`config.mk`:
```
export PLATFORM = sky130hd
export DESIGN_NAME = esfa_job_scheduler
export DESIGN_NICKNAME = d
export VERILOG_FILES = /design/src/rtl/esfa_job_scheduler.sv
export SDC_FILE = /design/constraint.sdc
export NUM_CORES = 1
export LEC_CHECK = 0
export CAP_MARGIN = 0
export CORE_MARGIN = 10
export CORE_UTILIZATION = 25
export DETAILED_ROUTE_END_ITERATION = 10
export SYNTH_ARGS = -nofsm -noshare
export SYNTH_HDL_FRONTEND = slang
export SYNTH_SLANG_ARGS = --single-unit
export TNS_END_PERCENT = 20
```
`constraint.sdc`:
```
create_clock -name clk -period 2.87 [get_ports clk]
set_clock_uncertainty 0.2 [all_clocks]
set_input_delay 0.574 -clock clk [delete_from_list [all_inputs] [get_ports clk]]
set_output_delay 0.574 -clock clk [all_outputs]
set_load 0.02 [all_outputs]
```
`src/rtl/esfa_job_scheduler.sv`:
```
// esfa_job_scheduler: round-robin arbiter that shares one ESFADesign core
// among NREQ requesters. It accepts one descriptor, starts the core, waits
// for done or a watchdog timeout, then returns the result to the granted
// requester. Every output is a register, so no input reaches an output
// through combinational logic.
module esfa_job_scheduler #(
  parameter int NREQ    = 4,
  parameter int DW      = 32,
  parameter int RW      = 16,
  parameter int TIMEOUT = 1023
) (
  input  logic                    clk,
  input  logic                    rst,
  input  logic [NREQ-1:0]         req_valid,
  input  logic [NREQ*DW-1:0]      req_data,
  output logic [NREQ-1:0]         req_ready,
  output logic [NREQ-1:0]         resp_valid,
  output logic [RW-1:0]           resp_data,
  output logic                    resp_timeout,
  output logic                    core_start,
  output logic [DW-1:0]           core_data,
  input  logic                    core_done,
  input  logic [RW-1:0]           core_result,
  output logic                    busy,
  output logic [$clog2(NREQ)-1:0] grant_id
);

  localparam int GW = $clog2(NREQ);
  localparam int CW = $clog2(TIMEOUT + 1);

  typedef enum logic [2:0] {
    S_IDLE   = 3'd0,
    S_ACCEPT = 3'd1,
    S_ISSUE  = 3'd2,
    S_WAIT   = 3'd3,
    S_RESP   = 3'd4
  } state_t;

  state_t                   state;
  logic [GW-1:0]            rr_ptr;
  logic [CW-1:0]            wd_cnt;
  logic [DW-1:0]            desc_q;
  logic [RW-1:0]            result_q;
  logic                     timeout_q;

  // Per-requester view of the flat descriptor bus.
  logic [NREQ-1:0][DW-1:0]  req_lane;

  for (genvar i = 0; i < NREQ; i++) begin : g_lane
    assign req_lane[i] = req_data[i*DW +: DW];
  end

  // Core sees the captured descriptor; it stays put until the next ACCEPT.
  assign core_data    = desc_q;
  assign resp_data    = result_q;
  assign resp_timeout = timeout_q;

  function automatic logic [NREQ-1:0] onehot(input logic [GW-1:0] id);
    onehot     = '0;
    onehot[id] = 1'b1;
  endfunction

  // Round-robin pick: first valid requester at or above rr_ptr, wrapping.
  // Scanning from the far end down lets the nearest candidate win last.
  logic          pick_found;
  logic [GW-1:0] pick_id;
  logic [GW:0]   scan_sum;

  always_comb begin
    pick_found = 1'b0;
    pick_id    = '0;
    scan_sum   = '0;
    for (int k = NREQ - 1; k >= 0; k--) begin
      scan_sum = {1'b0, rr_ptr} + (GW+1)'(k);
      if (scan_sum >= (GW+1)'(NREQ))
        scan_sum = scan_sum - (GW+1)'(NREQ);
      if (req_valid[scan_sum[GW-1:0]]) begin
        pick_found = 1'b1;
        pick_id    = scan_sum[GW-1:0];
      end
    end
  end

  // Job FSM with registered pulse outputs; core_done only matters in WAIT.
  always_ff @(posedge clk) begin
    if (rst) begin
      state      <= S_IDLE;
      rr_ptr     <= '0;
      grant_id   <= '0;
      wd_cnt     <= '0;
      desc_q     <= '0;
      result_q   <= '0;
      timeout_q  <= 1'b0;
      req_ready  <= '0;
      resp_valid <= '0;
      core_start <= 1'b0;
      busy       <= 1'b0;
    end else begin
      case (state)
        S_IDLE: begin
          if (pick_found) begin
            grant_id  <= pick_id;
            req_ready <= onehot(pick_id);
            busy      <= 1'b1;
            state     <= S_ACCEPT;
          end
        end
        S_ACCEPT: begin
          desc_q     <= req_lane[grant_id];
          req_ready  <= '0;
          core_start <= 1'b1;
          state      <= S_ISSUE;
        end
        S_ISSUE: begin
          core_start <= 1'b0;
          wd_cnt     <= '0;
          state      <= S_WAIT;
        end
        S_WAIT: begin
          // A done in the last watchdog cycle still counts as a completion.
          if (core_done) begin
            result_q   <= core_result;
            timeout_q  <= 1'b0;
            resp_valid <= onehot(grant_id);
            state      <= S_RESP;
          end else if (wd_cnt == CW'(TIMEOUT - 1)) begin
            result_q   <= '0;
            timeout_q  <= 1'b1;
            resp_valid <= onehot(grant_id);
            state      <= S_RESP;
          end else begin
            wd_cnt <= wd_cnt + CW'(1);
          end
        end
        S_RESP: begin
          resp_valid <= '0;
          busy       <= 1'b0;
          rr_ptr     <= (grant_id == GW'(NREQ - 1)) ? '0 : grant_id + GW'(1);
          state      <= S_IDLE;
        end
        default: begin
          state      <= S_IDLE;
          req_ready  <= '0;
          resp_valid <= '0;
          core_start <= 1'b0;
          busy       <= 1'b0;
        end
      endcase
    end
  end

endmodule

```
# Yosys cells after proc, flatten, opt, wreduce, memory -nomap -nowiden
# Index checks and enable logic that the tools add are counted.
dict set report classes {
  bitwise_logic 3
  magnitude_cmp 12
  n_reduce_logical 16
  n_addsub 9
  n_eq_ne 10
  mux 46
}
# cell n
set op_table {}
lappend op_table {{32-bit binary-select mux with 2-bit select} 1}
lappend op_table {{16-bit two-way mux} 2}
lappend op_table {{32-bit two-way mux} 1}
lappend op_table {{10-bit two-way mux} 2}
lappend op_table {{10-bit case mux with 2 select lines} 1}
lappend op_table {{2-bit by 3-bit less-than comparator with 1-bit output (second input constant)} 6}
lappend op_table {{2-bit two-way mux} 9}
lappend op_table {{4-bit case mux with 2 select lines} 2}
lappend op_table {{1-bit two-way mux} 13}
lappend op_table {{4-bit two-way mux} 3}
lappend op_table {{3-bit case mux with 4 select lines} 1}
lappend op_table {{2-bit AND reduction} 6}
lappend op_table {{3-bit OR reduction} 4}
lappend op_table {{10-bit by 1-bit adder with 10-bit output (second input constant)} 1}
lappend op_table {{10-bit == test (second input constant)} 1}
lappend op_table {{3-bit greater-or-equal comparator (second input constant)} 3}
lappend op_table {{3-bit two-way mux} 3}
lappend op_table {{1-bit binary-select mux with 2-bit select} 4}
lappend op_table {{2-bit by 1-bit subtractor with 2-bit output (second input constant)} 4}
lappend op_table {{2-bit by 2-bit adder with 3-bit output (second input constant)} 2}
lappend op_table {{3-bit by 2-bit == test with 1-bit output (second input constant)} 2}
lappend op_table {{2-bit inequality test (second input constant)} 3}
lappend op_table {{1-bit demux with 2-bit select} 2}
lappend op_table {{2-bit by 1-bit greater-or-equal comparator with 1-bit output (second input constant)} 2}
lappend op_table {{13 further kinds} 18}
dict set report word_totals {
  register_bits 76
  inputBits 151
  word_cells 107
  output_inout_bits 61
}

# Logic depth before layout (Yosys ltp)
dict set report depth {
  depth_word 15
  mapped_depth 7
  depth_no_buf 6
}

# Worst setup path before layout
# Ideal clock, no wire load.
dict set report synth_timing {
  path_kind {register to register}
  startpoint {reg grant_id[0]}
  endpoint {reg desc_q[28] (netlist: core_data[28])}
  arrival_ns 1.658
  setup_time_ns 0.132
  path_slack_ns 0.880
  stages_incl_launch_ff 6
  cell_sequence {dfxtp_1 buf_2 buf_2 mux4_2 nand2_1 a21oi_1}
}
dict set report synth_via {
  elab_chain_cells 2
}
# element line_no
set synth_rtl {}
lappend synth_rtl {{start: declaration} 25} ;# output logic [$clog2(NREQ)-1:0] grant_id
lappend synth_rtl {{start signal: assignment} 102} ;# grant_id <= pick_id;
lappend synth_rtl {{32-bit binary-select mux with 2-bit select} 109} ;# desc_q <= req_lane[grant_id];
lappend synth_rtl {{32-bit two-way mux (not written as such)} 109}
lappend synth_rtl {{end signal: assignment} 109}
lappend synth_rtl {{end: declaration} 42} ;# logic [DW-1:0] desc_q;
# No other way between the ends. The select of a mux whose other input is x is not followed.
# A chain may end at the register's enable or synchronous reset.

# Final worst setup path
dict set report layout_timing {
  startpoint {reg grant_id[1]}
  endpoint {out grant_id[1]}
}
# No word-level cell between the ends.

==> run_results.csv <==
group,metric,value,unit
synthesis,yosysUniqueCellTypes,45,
die,ios,212,
layout,drive_gt1_frac,0.1121,
power,power_switching_share,0.2469,
synthesis,synthArstFlopShare,0,
timing,period_share,0.8224,
timing,fin_tns_setup,0,ns
setup_path,crit_type,"reg -> out",
die,initial_core_util,0.2559,
die,coreArea,14530,sq um
clock_tree,clock_latency,0.33,ns
place,port_buffers,211,
setup_path,critPathRequiredTime,2.10,ns
timing,clock.fmax,423.7,MHz
routing,drtAntennaViolNets,0,
synthesis,syn_inst,372,
clock_tree,h-tree-depth,3,
layout,final_common_cell,"clkdlybuf4s50_1",
routing,vias,3663,
synthesis,synth.avg_cell_area,10.00,sq um
clock_tree,cts_resized,0,
power,p_sw,0.0007476,W
timing,slew_headroom,0.5201,
place,post-place-ws,0.3827,ns
die,die_x,142.0,um
clock_tree,cts_buffers,9,
synthesis,syn_nets,529,
setup_path,critPathMaxFanout,16,
timing,rsz0062_at_grt,"no",
synthesis,ys_seq_area_frac,0.4090,
synthesis,synthFlopType,"dfxtp_1",
setup_path,worstPathCellList,"clkdlybuf4s50_1",
clock_tree,clock-sinks,76,
setup_path,crit_path_max_incr_delay,0.69,ns
power,powerDensity,477.6,nW/um^2
power,share_comb_of_total_power,0.225,
synthesis,ys_ff_latch,76,
place,hpwl,10.99,mm
routing,wl_per_cell,17.71,um
power,ir_drop,242.6,uV
clock_tree,clock_path_buffers,2,
power,seq_power_share,0.382,
setup_path,cp-start-kind,"flop",
global_routing,grt_pass1_wl,21.12,mm
place,placed_area,6018,sq um
power,p_total,0.003028,W
global_routing,grt_pass1_vias,3971,
routing,routed_wl,13.53,mm
synthesis,synth-edff-count,0,
timing,timing.final.ws_setup,0.5096,ns
layout,areaGrowthSynthToFinish,70.47,%
layout,finalNetCount,732,
clock_tree,cts_tree,"yes",
setup_path,cp-end-kind,"primary output",
die,core.rowCount,44,
die,die_y,142.0,um
layout,final_area,6341,sq um
global_routing,track_usage,0.1308,
timing,setup_viol,0,
clock_tree,cts_hold_buf,0,
layout,diodes,0,
synthesis,synth_area,3720,sq um
hold_path,hold_path_class,"reg -> reg",
timing,finalCriticalPeriod,2.360,ns
layout,final_core_util,0.4363,
timing,drv_slew,0,
layout,final_cell_mix,"clkdlybuf4s50_1 (210), nand2_1 (78), dfxtp_1 (74), a21oi_1 (48), mux4_2 (32)",
setup_path,arrival,1.59,ns
synthesis,ys_warn_count,0,
routing,viasPerCell,4.795,
clock_tree,cts_setup_buffers,0,
clock_tree,root_buffer,"clkbuf_16",
setup_path,slowest_stage,"clkdlybuf4s50_1",
power,internal_power,0.002281,W
timing,worstMarginPinSlew,0.7198,ns
setup_path,worst-path-buf-inv,1,
timing,hold_viol_final,0,
global_routing,grt_max_degree,37,
routing,drt_pass1_iterations,4,
routing,drt_iter0_markers,107,
die,die-area,20160,sq um
power,p_leak,2.215,nW
job,maxCapViolCount,0,
clock_tree,cts.clk_slew.worst_paths,0.06,ns
global_routing,grt-ovfl-total,0,
place,gp_congestion,0.8930,
power,clock_power_share,0.393,
outcome,status,"completed",
setup_path,critPathTopFamily,"buffers and inverters",
global_routing,antenna_found_initial,0,
layout,filler_cell_count,1402,
routing,drc_errors,0,
[per-stage QoR]
step           hold WS, ns  std cells
6_report            0.2532        764
3_3_place_gp        0.2418        748
4_1_cts             0.2561        764
5_1_grt             0.2762        764
3_5_place_dp        0.2479        748
2_1_floorplan       0.2452        372
[layout make-up]
type / instances / area [sq um] / area share
flip-flops and latches: 76 / 1524 / 0.2403
multi-input cells: 262 / 2062 / 0.3252
clock inverters: 3 / 42.54 / 0.006709
well taps: 184 / 230.2 / 0.03631
inverters: 8 / 30.03 / 0.004736
clock buffers: 13 / 280.3 / 0.04420
repair buffers: 218 / 2172 / 0.3425
[logic make-up after synthesis]
group,synth area share
and+or+nand+nor,0.1588
adders and majority gates,0.02018
AOI/OAI and AO/OA,0.1739
buffers and inverters,0.03666
xor gates and xnor gates,0.002355
muxes,0.1991
DFF,0.4090
[sequential cells by signal (all words and copies together), names as in the netlist]
signal,count
grant_id,2
core_data,32
req_ready,4
resp_timeout,1
resp_valid,4
core_start,1
rr_ptr,2
busy,1
resp_data,16
state,3
wd_cnt,10
[worst min-delay path, stage by stage (launching register included)]
cell and delay, ns:
dfxtp_1 0.31, nand2_1 0.05, a21oi_1 0.05
[Yosys cell counts (all sizes together) (4+ instances only)]
cell,count,area [sq um]
ha,6,75.07
nand2,78,292.8
o21ai,6,30.03
dfxtp,76,1521
buf,10,46.29
a32o,4,40.04
nand3,4,20.02
nor2,10,37.54
clkbuf,16,60.06
nor3,6,35.03
or3,8,50.05
a22o,21,183.9
mux4,32,720.7
inv,8,30.03
nand2b,4,25.02
a21oi,49,249.0
[power groups by stage]
stage,clock (W),sequential [W],combinational (W)
finish,0.00119,0.00116,0.000680
global route,0.00128,0.00116,0.000737
CTS,0.00123,0.00116,0.000692
detailed placement,0,0.00118,0.000689
global placement,0,0.00118,0.000682
floorplan,0,0.00122,0.000265
[final timing paths]
path / start / endpoint / slack (ns) / cells past startpoint
max reg2reg: wd_cnt[0] / resp_data[11] / 0.80 / 6
max: grant_id[1] / grant_id[1] / 0.51 / 1
min: core_data[11] / core_data[11] / 0.25 / 2
min reg2reg: core_data[11] / core_data[11] / 0.25 / 2
[metal layers]
metal  part of all wire  global-route usage
met2               0.49              0.2244
met3               0.13             0.07610
met4             0.0099             0.03927
met5                  0                   0
met1               0.38              0.1309
Note: power is estimated with default switching activity, not from simulation.
